--- src/rtl/cp0_timer_irq.sv ---
// cp0_timer_irq: CP0-style interrupt controller with NUM_TIMERS count/compare
// channels, HWI_WIDTH level interrupt lines and a memory-mapped register file.
// Optional tick prescaler is built when CP0_TIMER_PRESCALE_EN is defined;
// otherwise every cycle is a tick and PRESCALE reads as zero.

module cp0_timer_chan #(
    parameter int COUNT_WIDTH = 32
) (
    input  logic                   clk,
    input  logic                   rst,
    input  logic                   tick,
    input  logic                   count_we,
    input  logic                   compare_we,
    input  logic                   ctrl_we,
    input  logic [COUNT_WIDTH-1:0] wdata,
    output logic [COUNT_WIDTH-1:0] count,
    output logic [COUNT_WIDTH-1:0] compare,
    output logic [1:0]             ctrl,
    output logic                   match
);
    // ctrl[0] = EN, ctrl[1] = AUTO_RELOAD; a zero compare value is "off"
    assign match = tick && ctrl[0] && (compare != '0) && (count == compare);

    // Counter: a software write wins over the tick; auto-reload wraps to 0 on match
    always_ff @(posedge clk) begin
        if (rst)
            count <= '0;
        else if (count_we)
            count <= wdata;
        else if (tick && ctrl[0])
            count <= (match && ctrl[1]) ? '0 : count + 1'b1;
    end

    // Compare and control registers, written by software only
    always_ff @(posedge clk) begin
        if (rst) begin
            compare <= '0;
            ctrl    <= '0;
        end else begin
            if (compare_we) compare <= wdata;
            if (ctrl_we)    ctrl    <= wdata[1:0];
        end
    end
endmodule

module cp0_timer_irq #(
    parameter int NUM_TIMERS     = 4,
    parameter int COUNT_WIDTH    = 32,
    parameter int HWI_WIDTH      = 5,
    parameter int PRESCALE_WIDTH = 8
) (
    input  logic                            clk,
    input  logic                            rst,
    input  logic                            write_en,
    input  logic [4:0]                      write_addr,
    input  logic [31:0]                     write_data,
    input  logic [4:0]                      read_addr,
    output logic [31:0]                     data_out,
    input  logic [HWI_WIDTH-1:0]            interrupt,
    output logic                            int_pending,
    output logic [HWI_WIDTH+NUM_TIMERS-1:0] ip_status
);
    localparam int NSRC = HWI_WIDTH + NUM_TIMERS;

    logic [NSRC-1:0]                         mask_src;
    logic                                    mask_ie;
    logic [HWI_WIDTH-1:0]                    hwi_pend;
    logic [NUM_TIMERS-1:0]                   tmr_pend;
    logic [NSRC-1:0]                         pending;
    logic                                    tick;
    logic [31:0]                             presc_rd;
    logic [31:0]                             rd_data;
    logic [NUM_TIMERS-1:0][COUNT_WIDTH-1:0]  cnt_q;
    logic [NUM_TIMERS-1:0][COUNT_WIDTH-1:0]  cmp_q;
    logic [NUM_TIMERS-1:0][1:0]              ctrl_q;
    logic [NUM_TIMERS-1:0]                   match, cnt_we, cmp_we, ctrl_we;
    logic                                    mask_we, pend_we, presc_we;
    logic                                    unused_wdata;

    assign mask_we  = write_en && (write_addr == 5'd0);
    assign pend_we  = write_en && (write_addr == 5'd1);
    assign presc_we = write_en && (write_addr == 5'd2);
    // Upper write_data bits are meaningless for narrow configurations
    assign unused_wdata = ^write_data;

`ifdef CP0_TIMER_PRESCALE_EN
    logic [PRESCALE_WIDTH-1:0] presc_q, presc_cnt;

    assign tick     = (presc_cnt == presc_q);
    assign presc_rd = 32'(presc_q);

    // Prescaler counts 0..PRESCALE; a PRESCALE write restarts the count
    always_ff @(posedge clk) begin
        if (rst) begin
            presc_q   <= '0;
            presc_cnt <= '0;
        end else if (presc_we) begin
            presc_q   <= write_data[PRESCALE_WIDTH-1:0];
            presc_cnt <= '0;
        end else begin
            presc_cnt <= tick ? '0 : presc_cnt + 1'b1;
        end
    end
`else
    logic [PRESCALE_WIDTH:0] unused_presc;

    assign tick         = 1'b1;
    assign presc_rd     = '0;
    assign unused_presc = {PRESCALE_WIDTH'(0), presc_we};
`endif

    for (genvar gi = 0; gi < NUM_TIMERS; gi++) begin : g_chan
        assign cnt_we[gi]  = write_en && (write_addr == 5'(8 + gi));
        assign cmp_we[gi]  = write_en && (write_addr == 5'(16 + gi));
        assign ctrl_we[gi] = write_en && (write_addr == 5'(24 + gi));

        cp0_timer_chan #(.COUNT_WIDTH(COUNT_WIDTH)) u_chan (
            .clk        (clk),
            .rst        (rst),
            .tick       (tick),
            .count_we   (cnt_we[gi]),
            .compare_we (cmp_we[gi]),
            .ctrl_we    (ctrl_we[gi]),
            .wdata      (write_data[COUNT_WIDTH-1:0]),
            .count      (cnt_q[gi]),
            .compare    (cmp_q[gi]),
            .ctrl       (ctrl_q[gi]),
            .match      (match[gi])
        );
    end

    // Mask register: per-source enables plus global IE in bit 31
    always_ff @(posedge clk) begin
        if (rst) begin
            mask_src <= '0;
            mask_ie  <= 1'b0;
        end else if (mask_we) begin
            mask_src <= write_data[NSRC-1:0];
            mask_ie  <= write_data[31];
        end
    end

    // HWI lines re-sampled every cycle; timer bits sticky, a match beats any clear
    always_ff @(posedge clk) begin
        if (rst) begin
            hwi_pend <= '0;
            tmr_pend <= '0;
        end else begin
            hwi_pend <= interrupt;
            for (int i = 0; i < NUM_TIMERS; i++) begin
                if (match[i])
                    tmr_pend[i] <= 1'b1;
                else if ((pend_we && write_data[HWI_WIDTH+i]) || cmp_we[i])
                    tmr_pend[i] <= 1'b0;
            end
        end
    end

    assign pending = {tmr_pend, hwi_pend};

    // Read mux; unmapped and out-of-range channel addresses fall through to 0
    always_comb begin
        rd_data = '0;
        if (read_addr == 5'd0) rd_data = {mask_ie, 31'(mask_src)};
        if (read_addr == 5'd1) rd_data = 32'(pending);
        if (read_addr == 5'd2) rd_data = presc_rd;
        for (int i = 0; i < NUM_TIMERS; i++) begin
            if (read_addr == 5'(8 + i))  rd_data = 32'(cnt_q[i]);
            if (read_addr == 5'(16 + i)) rd_data = 32'(cmp_q[i]);
            if (read_addr == 5'(24 + i)) rd_data = {30'd0, ctrl_q[i]};
        end
    end

    // Outputs are forced quiet while reset is held, before state has cleared
    assign data_out    = rst ? '0 : rd_data;
    assign ip_status   = rst ? '0 : pending;
    assign int_pending = !rst && mask_ie && |(pending & mask_src);
endmodule

--- config.mk ---
export PLATFORM = sky130hd
export DESIGN_NAME = cp0_timer_irq
export DESIGN_NICKNAME = d
export VERILOG_FILES = /design/src/rtl/cp0_timer_irq.sv
export SDC_FILE = /design/constraint.sdc
export NUM_CORES = 1
export LEC_CHECK = 0
export ABC_AREA = 1
export BUFFER_PORTS_ARGS = -buffer_cell sky130_fd_sc_hd__buf_2
export CAP_MARGIN = 15
export CELL_PAD_IN_SITES_DETAIL_PLACEMENT = 0
export CELL_PAD_IN_SITES_GLOBAL_PLACEMENT = 2
export CORE_UTILIZATION = 34
export DETAILED_ROUTE_END_ITERATION = 7
export PLACE_DENSITY_LB_ADDON = 0.1
export SLEW_MARGIN = 40
export SYNTH_ARGS = -nofsm -noshare
export SYNTH_HDL_FRONTEND = slang
export SYNTH_SLANG_ARGS = --single-unit
--- constraint.sdc ---
create_clock -name clk -period 2.3 [get_ports clk]
set_input_delay 0.23 -clock clk [delete_from_list [all_inputs] [get_ports clk]]
set_output_delay 0.23 -clock clk [all_outputs]
set_load 0.05 [all_outputs]
==> impl_metrics.json, run 1 <==
{
  "ys_warn_count": 0,
  "ys_ff_latch": 283,
  "ant_nets": 0,
  "p_leak_nw": 11.0,
  "area_delta_synth_final_pct": 28.9,
  "report.final.slew_viol_count": 0,
  "synth_cell_types": 52,
  "grt_max_degree": 115,
  "final_area_mm2": 0.0262,
  "start_util": 0.345,
  "cts_tree": "done",
  "cp.arrival_ns": 2.18,
  "drt-vias-per-instance": 5.54,
  "grt_pass1_wl_um": 158000,
  "syn_area_mm2": 0.0203,
  "ys_seq_area_frac": 0.279,
  "dp_hpwl_um": 85800,
  "hold_path.class": "in2reg",
  "worstSetupStartpointType": "flip-flop",
  "vias": 24309,
  "worst_pin_slew_ns": 0.778,
  "dp_cells": 4259,
  "p_sw_mw": 3.64,
  "cp_num_buf_inv": 3,
  "layout.cells.non_filler": 4388,
  "die_h_um": 247,
  "grt_overflow": 0,
  "p_seq_frac": 0.389,
  "syn_area_per_cell_um2": 6.19,
  "num-nets-final": 3642,
  "crit_type": "reg2out",
  "wl_per_cell_um": 24.9,
  "dr.first_iter.drc_count": 1852,
  "synthCells": 3288,
  "p_int_mw": 9.25,
  "routed_wl_um": 109000,
  "fp.dieArea_mm2": 0.0608,
  "fin_ws_ns": -0.108,
  "die_x_um": 247,
  "violations": "negative setup slack",
  "p_comb_frac": 0.113,
  "peakVddDrop_mv": 0.671,
  "core_mm2": 0.0590,
  "drive_gt1_frac": 0.222,
  "cpPeakStageDelay_ns": 0.47,
  "root_buffer": "clkbuf_16",
  "drv_cap": 0,
  "hold_viol": 0,
  "crit_required_ns": 2.07,
  "synth_ff_type": "dfxtp_1",
  "regArea_mm2": 0.00577,
  "multiInputGateArea_mm2": 0.0123,
  "antenna_found_initial": 2,
  "critPathSlowestCell": "nor4_4",
  "numPortBuffers": 91,
  "numCtsBuffers": 39,
  "rsz0062_at_grt": "yes",
  "setup_viol": 3,
  "syn_nets": 3342,
  "placed_cell_area_mm2": 0.0234,
  "fin_skew_ns": 0.0197,
  "cp-end-kind": "primary output",
  "slew-limit-headroom": 0.481,
  "critPathMaxFanout": 4,
  "status": "finished, violations left",
  "fp-row-count": 89,
  "async_flop_share": 0,
  "crit_chain": "inv_4, nor2_4, nor4_4, o2111ai_2, o21ai_2, inv_2, buf_8",
  "fin_crit_sh": 1.05,
  "dr.pass1.iters": 5,
  "clock_path_buffers": 3,
  "synth_edf_count": 0,
  "p_sw_frac": 0.282,
  "clk_latency_ns": 0.57,
  "finalWeightedCongestion": 0.989,
  "clkTransAtPathRegs_ns": 0.06,
  "fill_cells": 6450,
  "grt_pass1_vias": 23748,
  "powerDensity_mw_per_mm2": 491,
  "drc": 0,
  "crit_family": "simple AND/OR/NAND/NOR gates",
  "pwr-share-clk": 0.498,
  "clock.fmax_ghz": 0.415,
  "post-route-min-period_ns": 2.41,
  "grt_use_total": 0.356,
  "fin_util": 0.444,
  "h-tree-depth": 2,
  "clkSinkCount": 283,
  "io_pins": 92
}
[final cells by class]
cell class	instances	area share
multi-input cells	2233	0.469
diodes	1	0.0000954
clock inverters	8	0.00344
repair buffers	411	0.133
flip-flops and latches	283	0.220
well taps	773	0.0369
inverters	620	0.0908
clock buffers	59	0.0467
[worst min-delay path: cells and delay by family]
kind                   cells  cell delay (ns)
buffers and inverters      1             0.18
AND/OR/NAND/NOR            1             0.11
AO/OA/AOI/OAI              1             0.06
[cell usage in the layout, fill, tap and decap left out, types with 19 or more instances in the layout]
cell type  netlist  routed
a21oi_1        338     311
a21oi_2          4      20
buf_12           0      30
buf_2           44      57
buf_4            4     285
buf_6            5      25
clkbuf_16        0      42
dfxtp_1        283     227
dfxtp_2          0      41
inv_1          577     506
inv_2           33      85
nand2_1        488     472
nand2_2          5      20
nand3_1        195     187
nand3_2         13      21
nand3b_1        28      28
nand4_1        104     104
nor2_1         289     285
nor3_1          98      93
nor4_1          36      34
o21ai_0        207     192
o21ai_1         15      19
o22ai_1        152     129
o22ai_2          0      20
xnor2_1         21      21
xor2_1         108     108
[through the flow]
stage	setup WS (ns)	hold slack [ns]	setup TNS [ns]	total power [mW]
6_report	-0.108	0.0601	-0.185	12.9
5_1_grt	-0.126	0.0747	-0.858	13.2
4_1_cts	-0.132	0.0374	-0.437	12.9
3_5_place_dp	-0.198	0.445	-2.17	6.48
3_3_place_gp	-0.411	0.433	-2.47	6.48
2_1_floorplan	0.456	0.337	0	5.79
[power by group through the flow]
stage	clock network, mW	logic (mW)	registers, mW
final	6.42	1.45	5.01
after global routing	6.69	1.54	5.02
after CTS	6.51	1.41	5.01
after detailed placement	0	1.35	5.13
after global placement	0	1.35	5.13
after floorplan	0	0.683	5.11
[cells in the mapped netlist, types with 5 or more instances]
cell type	number	area, µm²
o22ai_1	152	951
nor3_2	9	90.1
xor2_1	108	946
xnor2_1	21	184
nand3_1	195	976
nand4_1	104	651
nor3_1	98	490
buf_6	5	56.3
nand3_2	13	130
nor2_1	289	1080
nand2_2	5	31.3
clkbuf_1	87	327
nand2_1	488	1830
nor4_1	36	225
inv_2	33	124
buf_1	8	30.0
nor3b_1	14	105
o31ai_1	16	120
clkinv_1	9	33.8
nor2_4	5	56.3
nand3b_1	28	210
o211ai_1	17	128
a211oi_1	10	75.1
buf_2	44	220
dfxtp_1	283	5670
o21ai_0	207	1040
o21ai_1	15	75.1
nor2_2	21	131
inv_1	577	2170
a21oi_1	338	1690
[cell families (layout without fill, tap and decap cells)]
group / count (synthesis) / in the layout / synth area share
fa+ha+maj: 4 / 4 / 0.00246
xor+xnor: 129 / 129 / 0.0555
compound gates: 773 / 773 / 0.208
flops: 283 / 283 / 0.279
buf+inv: 772 / 1098 / 0.148
other cells: 0 / 1 / 0
simple gates: 1327 / 1327 / 0.308
[state kept, by name (all words and copies together), names as in the netlist]
register,count
tmr_pend,4
hwi_pend,5
mask_src,9
mask_ie,1
g_chan.u_chan.count,128
g_chan.u_chan.compare,128
g_chan.u_chan.ctrl,8
[final timing paths]
check / start / endpoint / slack (ns) / depth (start not counted)
max reg2reg: g_chan[1].u_chan.count[31]$_SDFFE_PP0P_ / g_chan[1].u_chan.count[7]$_SDFFE_PP0P_ / 0.09 / 13
min reg2reg: g_chan[0].u_chan.compare[12]$_SDFFE_PP0P_ / g_chan[0].u_chan.compare[12]$_SDFFE_PP0P_ / 0.47 / 2
max: g_chan[0].u_chan.compare[31]$_SDFFE_PP0P_ / data_out[31] / -0.11 / 7
min: write_data[1] / g_chan[0].u_chan.ctrl[1]$_SDFFE_PP0P_ / 0.06 / 3
[layer usage]
metal	vias to the layer above	share of wire	GRT usage
li1	11491	-	-
met3	201	0.058	0.0424
met2	875	0.46	0.583
met5	-	0	0
met1	11742	0.43	0.463
met4	0	0.052	0.168
[timing repair]
action,in CTS,in global routing
gates cloned,0,1
resized for setup,249,120
pin swaps,60,72
endpoints found under the setup margin,35,52
endpoints found under the hold margin,5,0
hold buffers,5,0
buffers inserted,47,22
No activity file was read; power rests on OpenSTA's default activity.
==> run 2, diff against run 1 <==
--- a/config.mk
+++ b/config.mk
@@ -10,10 +10,11 @@
 export CAP_MARGIN = 15
 export CELL_PAD_IN_SITES_DETAIL_PLACEMENT = 0
 export CELL_PAD_IN_SITES_GLOBAL_PLACEMENT = 2
-export CORE_UTILIZATION = 34
+export CORE_UTILIZATION = 33
 export DETAILED_ROUTE_END_ITERATION = 7
 export PLACE_DENSITY_LB_ADDON = 0.1
-export SLEW_MARGIN = 40
+export RECOVER_POWER = 100
 export SYNTH_ARGS = -nofsm -noshare
 export SYNTH_HDL_FRONTEND = slang
+export SYNTH_HIERARCHICAL = 1
 export SYNTH_SLANG_ARGS = --single-unit
==> run 2 against run 1 <==
The flow now finishes without violations. Clock skew rose by 0.0034 ns. Core utilization fell by 3.8 points. Non-clock buffer count fell by 162. Clock power rose by 0.8%. Setup slack improved by 0.12 ns. Final cell count rose by 3.5%. Routed wire length rose by 2.3%. Largest cell class unchanged. Highest routed layer is now met5.
==> impl_metrics.json, run 2 <==
{
  "status": "completed",
  "worst_pin_slew_ns": 1.44,
  "setup_viol": 0,
  "synthTopCellsByArea": "dfxtp_1, nand2_1, inv_1",
  "dr.pass1.iters": 6,
  "h-tree-depth": 2,
  "syn_area_per_cell_um2": 5.73,
  "worstSetupStartpointType": "flip-flop",
  "cp-end-kind": "flip-flop",
  "start_util": 0.336,
  "layout_common_cells": "nand2_1, inv_1, nor2_1, a21oi_1, dfxtp_1",
  "clkSinkCount": 283,
  "dr.first_iter.drc_count": 2703,
  "num-nets-final": 3780,
  "vias": 24621,
  "hold_path.class": "in2reg",
  "fin_skew_ns": 0.0230,
  "holdWs_ns": 0.0480,
  "powerDensity_mw_per_mm2": 510,
  "clock.fmax_ghz": 0.437,
  "synthCells": 3573,
  "report.final.slew_viol_count": 0,
  "crit_type": "reg2reg",
  "synth_edf_count": 0,
  "synth_cell_types": 45,
  "fill_cells": 6757,
  "routed_wl_um": 112000,
  "peakVddDrop_mv": 0.419,
  "io_pins": 92,
  "ys_ff_latch": 283,
  "hold_viol": 0,
  "cp.arrival_ns": 2.74,
  "wl_met3_um": 9400,
  "p_leak_nw": 9.69,
  "slew-limit-headroom": 0.0401,
  "grt_pass1_vias": 22527,
  "synth_top_area_frac": 0.277,
  "finalWeightedCongestion": 0.992,
  "async_flop_share": 0,
  "core_mm2": 0.0608,
  "drt-vias-per-instance": 5.42,
  "clkTransAtPathRegs_ns": 0.06,
  "die_h_um": 251,
  "yosys.area.top_type": "dfxtp_1",
  "yosysMostFrequentCell": "nand2_1",
  "regArea_mm2": 0.00577,
  "rsz0062_at_grt": "yes",
  "fp.dieArea_mm2": 0.0630,
  "dp_cells": 4450,
  "post-route-min-period_ns": 2.29,
  "crit_required_ns": 2.76,
  "synth_ff_type": "dfxtp_1",
  "multiInputGateArea_mm2": 0.0124,
  "ys_warn_count": 6,
  "clk_latency_ns": 0.58,
  "area_delta_synth_final_pct": 20.6,
  "synth_commonest_cells": "nand2_1, inv_1, nor2_1, a21oi_1, dfxtp_1",
  "fin_crit_sh": 0.994,
  "wl_per_cell_um": 24.6,
  "clock_path_buffers": 3,
  "antenna_found_initial": 4,
  "drc": 0,
  "grt_overflow": 0,
  "grt_pass1_wl_um": 159000,
  "wl_met2_um": 48300,
  "largestRegisters": "g_chan.u_chan/compare x128, g_chan.u_chan/count x128, mask_src x9",
  "fp-row-count": 90,
  "die_x_um": 251,
  "met1_length_um": 51000,
  "layout.cells.non_filler": 4540,
  "cts_tree": "done",
  "grt_use_total": 0.345,
  "drive_gt1_frac": 0.150,
  "ant_nets": 0,
  "dr.max_layer_used": "met5",
  "ys_seq_area_frac": 0.277,
  "layout.cells.most_common": "nand2_1",
  "syn_area_mm2": 0.0205,
  "root_buffer": "clkbuf_16",
  "critPathMaxFanout": 32,
  "dp_hpwl_um": 83100,
  "drv_cap": 0,
  "grt_max_degree": 57,
  "numPortBuffers": 91,
  "numCtsBuffers": 40
}
run 2: cell families after synthesis:
kind of cell	Yosys count	share of synthesized area
other cells	1	0.000183
compound gates	633	0.175
flops	283	0.277
simple gates	1880	0.388
buf+inv	724	0.136
fa+ha+maj	4	0.00245
xor+xnor	48	0.0206
run 2: worst paths after layout:
kind	cells after the start	slack, ns	start	endpoint
setup reg to reg	10	0.01	g_chan[2].u_chan/count[13]$_SDFFE_PP0P_	g_chan[2].u_chan/count[24]$_SDFFE_PP0P_
hold reg to reg	2	0.47	mask_src[0]$_SDFFE_PP0P_	mask_src[0]$_SDFFE_PP0P_
setup / recovery	10	0.01	g_chan[2].u_chan/count[13]$_SDFFE_PP0P_	g_chan[2].u_chan/count[24]$_SDFFE_PP0P_
hold / removal	2	0.05	rst	tmr_pend[0]$_SDFFE_PP0P_
run 2: final cells by class:
type | instances | area share
repair inverters | 1 | 0.000253
repair buffers | 249 | 0.0830
flip-flops and latches | 283 | 0.234
well taps | 782 | 0.0396
diodes | 3 | 0.000304
clock inverters | 12 | 0.00568
multi-input cells | 2569 | 0.501
inverters | 582 | 0.0891
clock buffers | 59 | 0.0471
run 2: layer usage:
metal	GRT usage	vias up
met2	0.530	1086
met5	0	-
met3	0.0568	132
li1	-	11638
met1	0.493	11759
met4	0.0993	6
run 2: repair_timing:
action	4_1_cts	5_1_grt
hold endpoints to repair	5	0
hold buffers	5	0
setup endpoints to repair	29	35
resized for setup	107	111
setup buffers	5	7
pin swaps	20	31
cloned	0	4
run 2: critical path, stage by stage (launching register included):
cell and delay, ns:
dfxtp_1 0.63, inv_1 0.21, nand2_1 0.12, nand4_1 0.16, nor2_1 0.13, nand2_1 0.07
nor2_1 0.14, nand4_1 0.10, clkbuf_4 0.35, nand2_1 0.18, a21oi_1 0.07
run 2: stage by stage:
stage               utilization  TNS, ns  cell area [µm²]  setup slack [ns]  total power, mW
finish                    0.406        0            24700            0.0130             12.6
global route              0.406   -0.266            24700           -0.0442             12.9
CTS                       0.401   -0.118            24400           -0.0632             12.6
detailed placement        0.374    -1.25            22700            -0.146             6.16
global placement          0.374    -1.00            22700            -0.126             6.16
floorplan                     -        0            20500             0.197             5.57
run 2: report_power, final:
part / switching (mW) / total (mW) / internal [mW]
clock network: 2.64 / 6.47 / 3.83
logic: 0.803 / 1.08 / 0.277
registers: 0.0955 / 5.03 / 4.94
total: 3.54 / 12.6 / 9.04
